===== src/rtl/pwm_capture_if.sv =====
// Signal bundle between the PWM capture block and whatever drives its input / consumes results.
// The capture block uses the slave side; the driving environment uses the master side.
interface pwm_capture_if #(
    parameter int CW = 26
);
    logic          pwm_in;
    logic [CW-1:0] period_out;
    logic [CW-1:0] high_out;
    logic [6:0]    duty_pct;
    logic          valid;
    logic          stuck;
    logic          overrun;
    logic [7:0]    leds;

    modport master (
        output pwm_in,
        input  period_out, high_out, duty_pct, valid, stuck, overrun, leds
    );

    modport slave (
        input  pwm_in,
        output period_out, high_out, duty_pct, valid, stuck, overrun, leds
    );
endinterface


===== src/rtl/pwm_capture.sv =====
// PWM receiver: measures period and high time of pwm_in, derives duty cycle in percent with a
// restoring divider (one quotient bit per clock) and drives an 8-LED bar graph.
module pwm_capture #(
    parameter int CLK_FREQ       = 25_000_000,
    parameter int CW             = 26,
    parameter int TIMEOUT_CYCLES = CLK_FREQ
) (
    input  logic         clk,
    input  logic         rst,
    pwm_capture_if.slave bus,
    output logic [1:0]   dbg_state_o
);
    localparam int NUM_W = CW + 7;
    localparam int IW    = $clog2(NUM_W + 1);

    typedef enum logic [1:0] {
        IDLE = 2'd0,
        HIGH = 2'd1,
        LOW  = 2'd2
    } state_t;

    state_t           state_q;
    logic             s1_q, s_q, sd_q;
    logic [CW-1:0]    cnt_q;
    logic [CW-1:0]    h_lat_q;
    logic [CW-1:0]    den_q;
    logic [CW-1:0]    hold_h_q;
    logic [CW-1:0]    rem_q;
    logic [NUM_W-1:0] num_q;
    logic [IW-1:0]    iter_q;
    logic             busy_q;
    logic [CW-1:0]    period_q;
    logic [CW-1:0]    high_q;
    logic [6:0]       duty_q;
    logic             valid_q;
    logic             stuck_q;
    logic             overrun_q;
    logic [7:0]       leds_q;

    logic             rise, fall, timeout;
    logic [CW:0]      rem_sh;
    logic [CW-1:0]    rem_d;
    logic [NUM_W-1:0] num_d;
    logic             q_bit;
    logic [NUM_W-1:0] num_init;

    assign rise     = s_q & ~sd_q;
    assign fall     = ~s_q & sd_q;
    // An edge arriving on the timeout cycle wins over the timeout.
    assign timeout  = (cnt_q == CW'(TIMEOUT_CYCLES)) && !rise && !fall;
    assign num_init = NUM_W'(h_lat_q) * NUM_W'(100);

    // One restoring step: the quotient bits shift into the bottom of num_q as the numerator leaves.
    always_comb begin
        rem_sh = {rem_q, num_q[NUM_W-1]};
        q_bit  = (rem_sh >= {1'b0, den_q});
        rem_d  = q_bit ? CW'(rem_sh - {1'b0, den_q}) : rem_sh[CW-1:0];
        num_d  = {num_q[NUM_W-2:0], q_bit};
    end

    function automatic logic [7:0] bar_of(input logic [6:0] d);
        bar_of[0] = (d >= 7'd12);
        bar_of[1] = (d >= 7'd25);
        bar_of[2] = (d >= 7'd37);
        bar_of[3] = (d >= 7'd50);
        bar_of[4] = (d >= 7'd62);
        bar_of[5] = (d >= 7'd75);
        bar_of[6] = (d >= 7'd87);
        bar_of[7] = (d >= 7'd100);
    endfunction

    always_ff @(posedge clk) begin
        if (rst) begin
            state_q   <= IDLE;
            s1_q      <= 1'b0;
            s_q       <= 1'b0;
            sd_q      <= 1'b0;
            cnt_q     <= '0;
            h_lat_q   <= '0;
            den_q     <= '0;
            hold_h_q  <= '0;
            rem_q     <= '0;
            num_q     <= '0;
            iter_q    <= '0;
            busy_q    <= 1'b0;
            period_q  <= '0;
            high_q    <= '0;
            duty_q    <= '0;
            valid_q   <= 1'b0;
            stuck_q   <= 1'b0;
            overrun_q <= 1'b0;
            leds_q    <= '0;
        end else begin
            s1_q    <= bus.pwm_in;
            s_q     <= s1_q;
            sd_q    <= s_q;
            valid_q <= 1'b0;

            if (busy_q) begin
                rem_q  <= rem_d;
                num_q  <= num_d;
                iter_q <= iter_q - IW'(1);
                if (iter_q == IW'(1)) begin
                    busy_q   <= 1'b0;
                    valid_q  <= 1'b1;
                    period_q <= den_q;
                    high_q   <= hold_h_q;
                    duty_q   <= num_d[6:0];
                    leds_q   <= bar_of(num_d[6:0]);
                end
            end

            if (timeout) begin
                state_q <= IDLE;
                cnt_q   <= '0;
                busy_q  <= 1'b0;
                stuck_q <= 1'b1;
                valid_q <= !stuck_q;
                if (!stuck_q) begin
                    period_q <= '0;
                    high_q   <= '0;
                    duty_q   <= s_q ? 7'd100 : 7'd0;
                    leds_q   <= s_q ? 8'hFF : 8'h00;
                end
            end else begin
                case (state_q)
                    IDLE: begin
                        if (rise) begin
                            state_q <= HIGH;
                            cnt_q   <= CW'(1);
                            stuck_q <= 1'b0;
                        end else if (fall) begin
                            cnt_q <= '0;
                        end else begin
                            cnt_q <= cnt_q + CW'(1);
                        end
                    end
                    HIGH: begin
                        if (fall) begin
                            h_lat_q <= cnt_q;
                            state_q <= LOW;
                        end
                        cnt_q <= rise ? CW'(1) : cnt_q + CW'(1);
                    end
                    LOW: begin
                        if (rise) begin
                            state_q <= HIGH;
                            cnt_q   <= CW'(1);
                            if (busy_q) begin
                                overrun_q <= 1'b1;
                            end else begin
                                num_q    <= num_init;
                                den_q    <= cnt_q;
                                hold_h_q <= h_lat_q;
                                rem_q    <= '0;
                                iter_q   <= IW'(NUM_W);
                                busy_q   <= 1'b1;
                            end
                        end else begin
                            cnt_q <= cnt_q + CW'(1);
                        end
                    end
                    default: begin
                        state_q <= IDLE;
                        cnt_q   <= '0;
                    end
                endcase
            end
        end
    end

    assign bus.period_out = period_q;
    assign bus.high_out   = high_q;
    assign bus.duty_pct   = duty_q;
    assign bus.valid      = valid_q;
    assign bus.stuck      = stuck_q;
    assign bus.overrun    = overrun_q;
    assign bus.leds       = leds_q;
    assign dbg_state_o    = state_q;
endmodule


===== src/flat_wrapper.sv =====
// flat-port wrapper written by rule: the top's interface ports become plain ports
module pwm_capture_flat 
#(
    parameter int CLK_FREQ       = 25_000_000,
    parameter int CW             = 26,
    parameter int TIMEOUT_CYCLES = CLK_FREQ
)
  (clk, rst, dbg_state_o, bus_pwm_in, bus_period_out, bus_high_out, bus_duty_pct, bus_valid, bus_stuck, bus_overrun, bus_leds);
  pwm_capture_if #(.CW(CW)) bus_i ();
  input  logic clk;
  input  logic rst;
  output logic [1:0] dbg_state_o;
  input wire logic [$bits(bus_i.pwm_in)-1:0] bus_pwm_in;
  output wire logic [$bits(bus_i.period_out)-1:0] bus_period_out;
  output wire logic [$bits(bus_i.high_out)-1:0] bus_high_out;
  output wire logic [$bits(bus_i.duty_pct)-1:0] bus_duty_pct;
  output wire logic [$bits(bus_i.valid)-1:0] bus_valid;
  output wire logic [$bits(bus_i.stuck)-1:0] bus_stuck;
  output wire logic [$bits(bus_i.overrun)-1:0] bus_overrun;
  output wire logic [$bits(bus_i.leds)-1:0] bus_leds;
  assign bus_i.pwm_in = bus_pwm_in;
  assign bus_period_out = bus_i.period_out;
  assign bus_high_out = bus_i.high_out;
  assign bus_duty_pct = bus_i.duty_pct;
  assign bus_valid = bus_i.valid;
  assign bus_stuck = bus_i.stuck;
  assign bus_overrun = bus_i.overrun;
  assign bus_leds = bus_i.leds;
  pwm_capture #(.CLK_FREQ(CLK_FREQ), .CW(CW), .TIMEOUT_CYCLES(TIMEOUT_CYCLES)) u_core (.clk(clk), .rst(rst), .bus(bus_i), .dbg_state_o(dbg_state_o));
endmodule

===== config.mk =====
export PLATFORM = sky130hd
export DESIGN_NAME = pwm_capture_flat
export DESIGN_NICKNAME = d
export VERILOG_FILES = /design/src/rtl/pwm_capture_if.sv /design/src/rtl/pwm_capture.sv /design/src/flat_wrapper.sv
export SDC_FILE = /design/constraint.sdc
export NUM_CORES = 1
export LEC_CHECK = 0
export ABC_AREA = 1
export BUFFER_PORTS_ARGS = -buffer_cell sky130_fd_sc_hd__buf_2
export CAP_MARGIN = 20
export CORE_ASPECT_RATIO = 0.5
export CORE_UTILIZATION = 60
export CTS_BUF_LIST = sky130_fd_sc_hd__clkbuf_4 sky130_fd_sc_hd__clkbuf_8
export CTS_CLUSTER_SIZE = 25
export DETAILED_ROUTE_END_ITERATION = 8
export GPL_ROUTABILITY_DRIVEN = 0
export PLACE_DENSITY = 0.78
export SKIP_CTS_REPAIR_TIMING = 1
export SYNTH_ARGS = -nofsm -noshare
export SYNTH_HDL_FRONTEND = slang
export SYNTH_SLANG_ARGS = --single-unit
export TNS_END_PERCENT = 20

===== constraint.sdc =====
create_clock -name clk -period 3.7 [get_ports clk]
set_clock_uncertainty 0.2 [all_clocks]
set_input_delay 0.555 -clock clk [delete_from_list [all_inputs] [get_ports clk]]
set_output_delay 0.555 -clock clk [all_outputs]
set_load 0.05 [all_outputs]

After elaboration in Yosys (flattened, before gate mapping):

Cells that the tools add are included.

* $add $sub $neg: 3
* multipliers: 1
* order comparisons: 9
* equality and inequality tests: 6
* mux-type cells: 52
* bitwise operators: 6
* reductions and logical operators: 16

Operators with widths (number)
* two-way mux 26 bit: 17
* two-way mux 33 bit: 5
* one-hot mux 26 bit (2 select lines): 1
* two-way mux 8 bit: 5
* two-way mux 7 bit: 5
* multiplier 26 x 5 -> 31 bit (second input constant): 1
* two-way mux 6 bit: 5
* >= comparator 27 x 26 -> 1 bit: 1
* adder 26 x 1 -> 26 bit (second input constant): 1
* equality test 26 x 25 -> 1 bit (second input constant): 1
* subtractor 26 bit: 1
* >= comparator 7 x 6 -> 1 bit (second input constant): 3
* >= comparator 7 bit (second input constant): 3
* two-way mux 1 bit: 11
* AND reduction 4 bit: 2
* >= comparator 7 x 4 -> 1 bit (second input constant): 1
* >= comparator 7 x 5 -> 1 bit (second input constant): 1
* equality test 6 x 1 -> 1 bit (second input constant): 1
* OR reduction 2 bit: 3
* subtractor 6 x 1 -> 6 bit (second input constant): 1
* two-way mux 2 bit: 2
* != test 2 x 1 -> 1 bit (second input constant): 2
* inverter 1 bit: 4
* one-hot mux 2 bit (2 select lines): 1
* 9 further kinds: 15

* flip-flop bits (word level): 245
* input bits: 3
* output and inout port bits: 72
* logic and storage cells: 112

Depth between registers and ports, before layout:

* word-level depth: 7
* gate-level depth with buffers: 18
* depth with buffers taken out: 18

Worst setup path before layout:

Ideal clock, no wire load.

* path type: register to register
* from: register u_core.h_lat_q[6]
* to: register u_core.num_q[19]
* library setup time: 0.132 ns
* arrival time: 2.714 ns
* data required time: 3.368 ns
* slack: 0.653 ns
* stages on the path, launching flop included: 16
* buffers on the path: 0
* period minus slack after synthesis: 3.047 ns
* path through: dfxtp_1 ha_1 ha_1 inv_1 fa_1 inv_1 ha_1 nand2_1 o21ai_0 a21oi_1 o21ai_0 nand2_1 nand2_1 nand2_1 nand3_1 a21oi_1

* cells in the longest elaborated chain, start to end: 5

Ends and longest elaborated chain
* start: declaration: RTL line pwm_capture.sv:25 `logic [CW-1:0] h_lat_q;`
* start signal: assignment: RTL line pwm_capture.sv:140 `h_lat_q <= cnt_q;`
* multiplier 26 x 5 -> 31 bit: RTL line pwm_capture.sv:51 `assign num_init = NUM_W'(h_lat_q) * NUM_W'(100);`
* two-way mux 33 bit: RTL line pwm_capture.sv:149 `if (busy_q) begin`
* two-way mux 33 bit: RTL line pwm_capture.sv:146 `if (rise) begin`
* two-way mux 33 bit: RTL line pwm_capture.sv:126 `case (state_q)`
* two-way mux 33 bit: RTL line pwm_capture.sv:113 `if (timeout) begin`
* end signal: assignment: RTL line pwm_capture.sv:101 `num_q <= num_d;`
* end signal: assignment: RTL line pwm_capture.sv:152 `num_q <= num_init;`
* end: declaration: RTL line pwm_capture.sv:29 `logic [NUM_W-1:0] num_q;`

Every way passes these cells.
A chain may end at the register's enable or synchronous reset.

Worst setup path in the final report:

* from: register u_core.h_lat_q[3]
* to: register u_core.num_q[17]

The elaborated chain is that of the path after synthesis.

==> impl_summary.md <==
Job
The max-cap violation count is 0.

Synth
Of all cell types, the one taking the most synthesized area is dfxtp_1. The top flip-flop cell by instance count after synthesis is dfxtp_1. The share of synthesized area in the top cell type comes to 0.3377. The synthesized netlist cell count is a little over 2000. The total nets after synthesis is ~2200. The netlist area before placement is between 10000 and 15000 sq um. After synthesis, the netlist uses 54 different library cells. During synthesis, Yosys emitted a total of 0 warnings. By area the synthesized netlist is led by dfxtp_1, ha_1, nand2_1.

For this run, asynchronously set or reset flops after synthesis account for 0. The number of enable-type register cells in the synthesized netlist is 0. For this run, the register share of the synthesized area comes to 0.3377. After synthesis, the mean cell area works out to roughly 7 sq um. The flip-flop and latch count after synthesis is around 250.

Min path
The worst hold path startpoint is bus_pwm_in. The worst hold path was traced through 3 stages. The worst-case hold path end point is u_core.s1_q.

In this run the worst hold path is classified as input pin to flop.

Layout
In the layout the commonest cells are nand2_1, inv_1, dfxtp_1. The finished layout holds between 2000 and 2500 standard cells, fillers aside. Of the cells placed in the final design, the portion with a size suffix greater than 1 is 0.09603. The antenna diode instance count is 0. Leaving out fill and tap cells, the most frequent cell in the layout is nand2_1. After filler insertion, the fill cell instance count of the layout stands at slightly above 2000. Once layout is done, the placed cells without fillers occupy 15800 sq um. The net total in the final layout is 2231. The layout overhead on the synthesized area is 8.796%.

Clock tree
The clock insertion delay at the later pin of the skew report is around 560 ps. The H-tree was split into 2 levels. The clock buffer count from CTS is 37. The tree built by TritonCTS fans out to 245 sinks. The clock-pin transition on the worst setup and hold timing paths is about 70 ps.

The CTS tree is built. The buffer type at the clock tree root is clkbuf_8. The maximum buffer depth of the clock tree is 3.

Routing
For this run, the detailed router's first-pass iteration total came to 7. In the final routed layout, each cell accounts on average for between 15 and 20 microns. The via count of the routed design is between 10000 and 15000. The final routed wirelength across all metal layers is about 37000 microns. The detail route stage leaves a number of antenna-violating nets equal to 0. The detailed router finished its first iteration with ~1200 violations. The remaining design rule violation count is 0. The vias per cell is between 5 and 6.

Worst setup path
The cell with the largest stage delay on the worst path is fa_1. The data arrival time of the worst path is 3700 ps. The worst stage delay on the critical path is about 460 ps.

The setup check on the worst reg-to-reg path leaves a slack of ~200 ps. Walking the worst path, the cells encountered are ha_1 -> ha_1 -> fa_1 -> ha_1 -> a21oi_1 -> nand2_1 -> a21oi_1 -> o21ai_0 -> or2_2 -> nand3_1 -> a21oi_1. The peak fanout along the critical path is 5. The endpoint of the worst register-to-register path is u_core.num_q[17].

The worst setup path is of the flop to flop kind. The worst reg2reg path startpoint is u_core.h_lat_q[3]. The startpoint class of the critical path is a flop. The type of destination of the critical path is a flop. For the worst setup path, the data required time is approximately 4000 ps. The number of cells on the worst reg-to-reg path is 11.

Timing
The portion of the clock cycle consumed by the worst path in the final layout is 0.9444. The total count of max-transition violations in the final report is 0. The smallest clock period supported by the final layout is computed as between 3000 and 4000 ps. Measured against its own limit, the worst slew margin works out to 0.5162. The final-report setup violation count is 0. The maximum operating frequency is approximately 290 MHz. The number of endpoints with negative hold slack in the final report is 0. At the pin with the least slew margin, the transition time is about 730 ps. Adding up every negative setup slack in the final design gives 0 ps. Setup repair after global routing left no endpoint under its margin.

GRT
The number of global-route vias before repair is 12160. The first global-routing pass estimated around 60000 microns of wire. The initial antenna violation count is 0. Summed over all layers, the global routing overflow is 0. Entering global routing, the biggest net connects 67 pins. The global-route total usage across every layer is 0.2958.

Floorplanning
Row generation in the floorplan step produced 39 rows. 75 I/O pins were placed. In this run the horizontal extent of the chip is 222.0 microns. The placeable core area is roughly 23000 sq um.

The die covers ~25000 sq um. The starting density of the core is 0.6240. Measured along the y axis, the die boundary spans roughly 110 microns.

Pwr
After layout, the design draws a total of around 5.3 mW. VDD sags by at most about 0.21 mV. The analysis attributes to cell leakage a power of 7.674 nW.

The internal portion of total power is roughly 4 mW. For this design the total switching power over the nets is approximately 1.3 mW. Of the total power, combinational logic draws 0.040. The part of the power in the clock network is 0.455.

Of the total power, the share spent switching nets is 0.2433. The share of total power dissipated in sequential elements is 0.505. Power spread over the standard cell area amounts to around 330 nW/um^2.

Placed design
Summed over all nets, the half-perimeter wirelength after detailed placement is around 27000 microns. The number of cells in the design after placement is 2356. In this run the cell area measured after placement is 15010 sq um.

The number of buffer cells added on primary ports is 74.

Run status
The run finished with clean final reports.
==> flip-flops by register name, summed over array words and instances (netlist names), 2 cells and up <==
signal                 count
u_core.dbg_state_o         2
u_core.bus.period_out     26
u_core.bus.leds            8
u_core.bus.duty_pct        7
u_core.cnt_q              26
u_core.num_q              33
u_core.den_q              26
u_core.h_lat_q            26
u_core.hold_h_q           26
u_core.iter_q              6
u_core.bus.high_out       26
u_core.rem_q              26
==> kinds of logic after synthesis <==
kind of cell,Yosys count,share of synthesized area
AND/OR/NAND/NOR,794,0.2347
XOR/XNOR,32,0.01930
buffers and inverters,375,0.1045
flip-flops,245,0.3377
adder cells (fa/ha/maj),140,0.1320
AO/OA/AOI/OAI,453,0.1719
==> routing by layer <==
metal | up-vias | routed length [microns] | global-route usage
met3 | 51 | 2382 | 0.04843
met4 | 0 | 682 | 0.07917
met2 | 387 | 16040 | 0.4654
li1 | 6791 | - | -
met5 | - | 0 | 0
met1 | 6191 | 17840 | 0.4215
==> stage by stage <==
stage                       util  setup slack, ps  hold WS (ps)
final                     0.6789            205.7         9.102
after global routing      0.6789            3.134         7.778
after CTS                 0.6787            276.1        -5.439
after detailed placement  0.6449            300.7         196.5
after global placement    0.6449            301.1         192.8
after floorplan                -            653.4         188.3
==> cell usage after synthesis, drive strengths merged (5+ instances only) <==
master    n
nand2   386
inv     294
dfxtp   245
a21oi   214
nor2    206
o21ai   158
ha      118
nand3    86
nor3     65
clkbuf   45
buf      36
a211oi   32
nand4    27
fa       22
xnor2    16
xor2     16
a31oi    10
nand3b    9
o21bai    9
nor4      8
o211ai    7
or2       6
o21a      5
==> worst max-delay path by stage <==
stage | from | endpoint | cells past startpoint
2_1_floorplan | u_core.h_lat_q[6] | u_core.num_q[19] | 15
3_3_place_gp | u_core.h_lat_q[3] | u_core.num_q[17] | 11
3_5_place_dp | u_core.h_lat_q[3] | u_core.num_q[17] | 11
5_1_grt | u_core.h_lat_q[15] | u_core.num_q[31] | 14
4_1_cts | u_core.h_lat_q[15] | u_core.num_q[31] | 14
6_report | u_core.h_lat_q[3] | u_core.num_q[17] | 11
==> critical path: cells and delay by family (launching register included) <==
family          cells  cell delay, ps
compound gates      4             720
fa+ha+maj           4            1420
simple gates        3             570
flops               1             430
==> final cells by class <==
type | instances | area, sq um | share of cell area
inverter | 294 | 1104 | 0.06984
multi-input combinational | 1419 | 8110 | 0.5133
tap | 307 | 384.1 | 0.02431
timing repair buffer | 91 | 510.5 | 0.03231
clock inverter | 11 | 92.59 | 0.005860
clock buffer | 54 | 693.2 | 0.04387
sequential | 245 | 4907 | 0.3106
==> power groups by stage <==
stage                     Combinational, mW  Clock (mW)  Sequential (mW)
after floorplan                       0.153           0             2.73
after global placement                0.204           0             2.72
after detailed placement              0.207           0             2.72
after CTS                             0.210        2.43             2.66
after global routing                  0.239        2.56             2.66
final                                 0.211        2.40             2.66
Note: power is estimated with default switching activity, not from simulation.
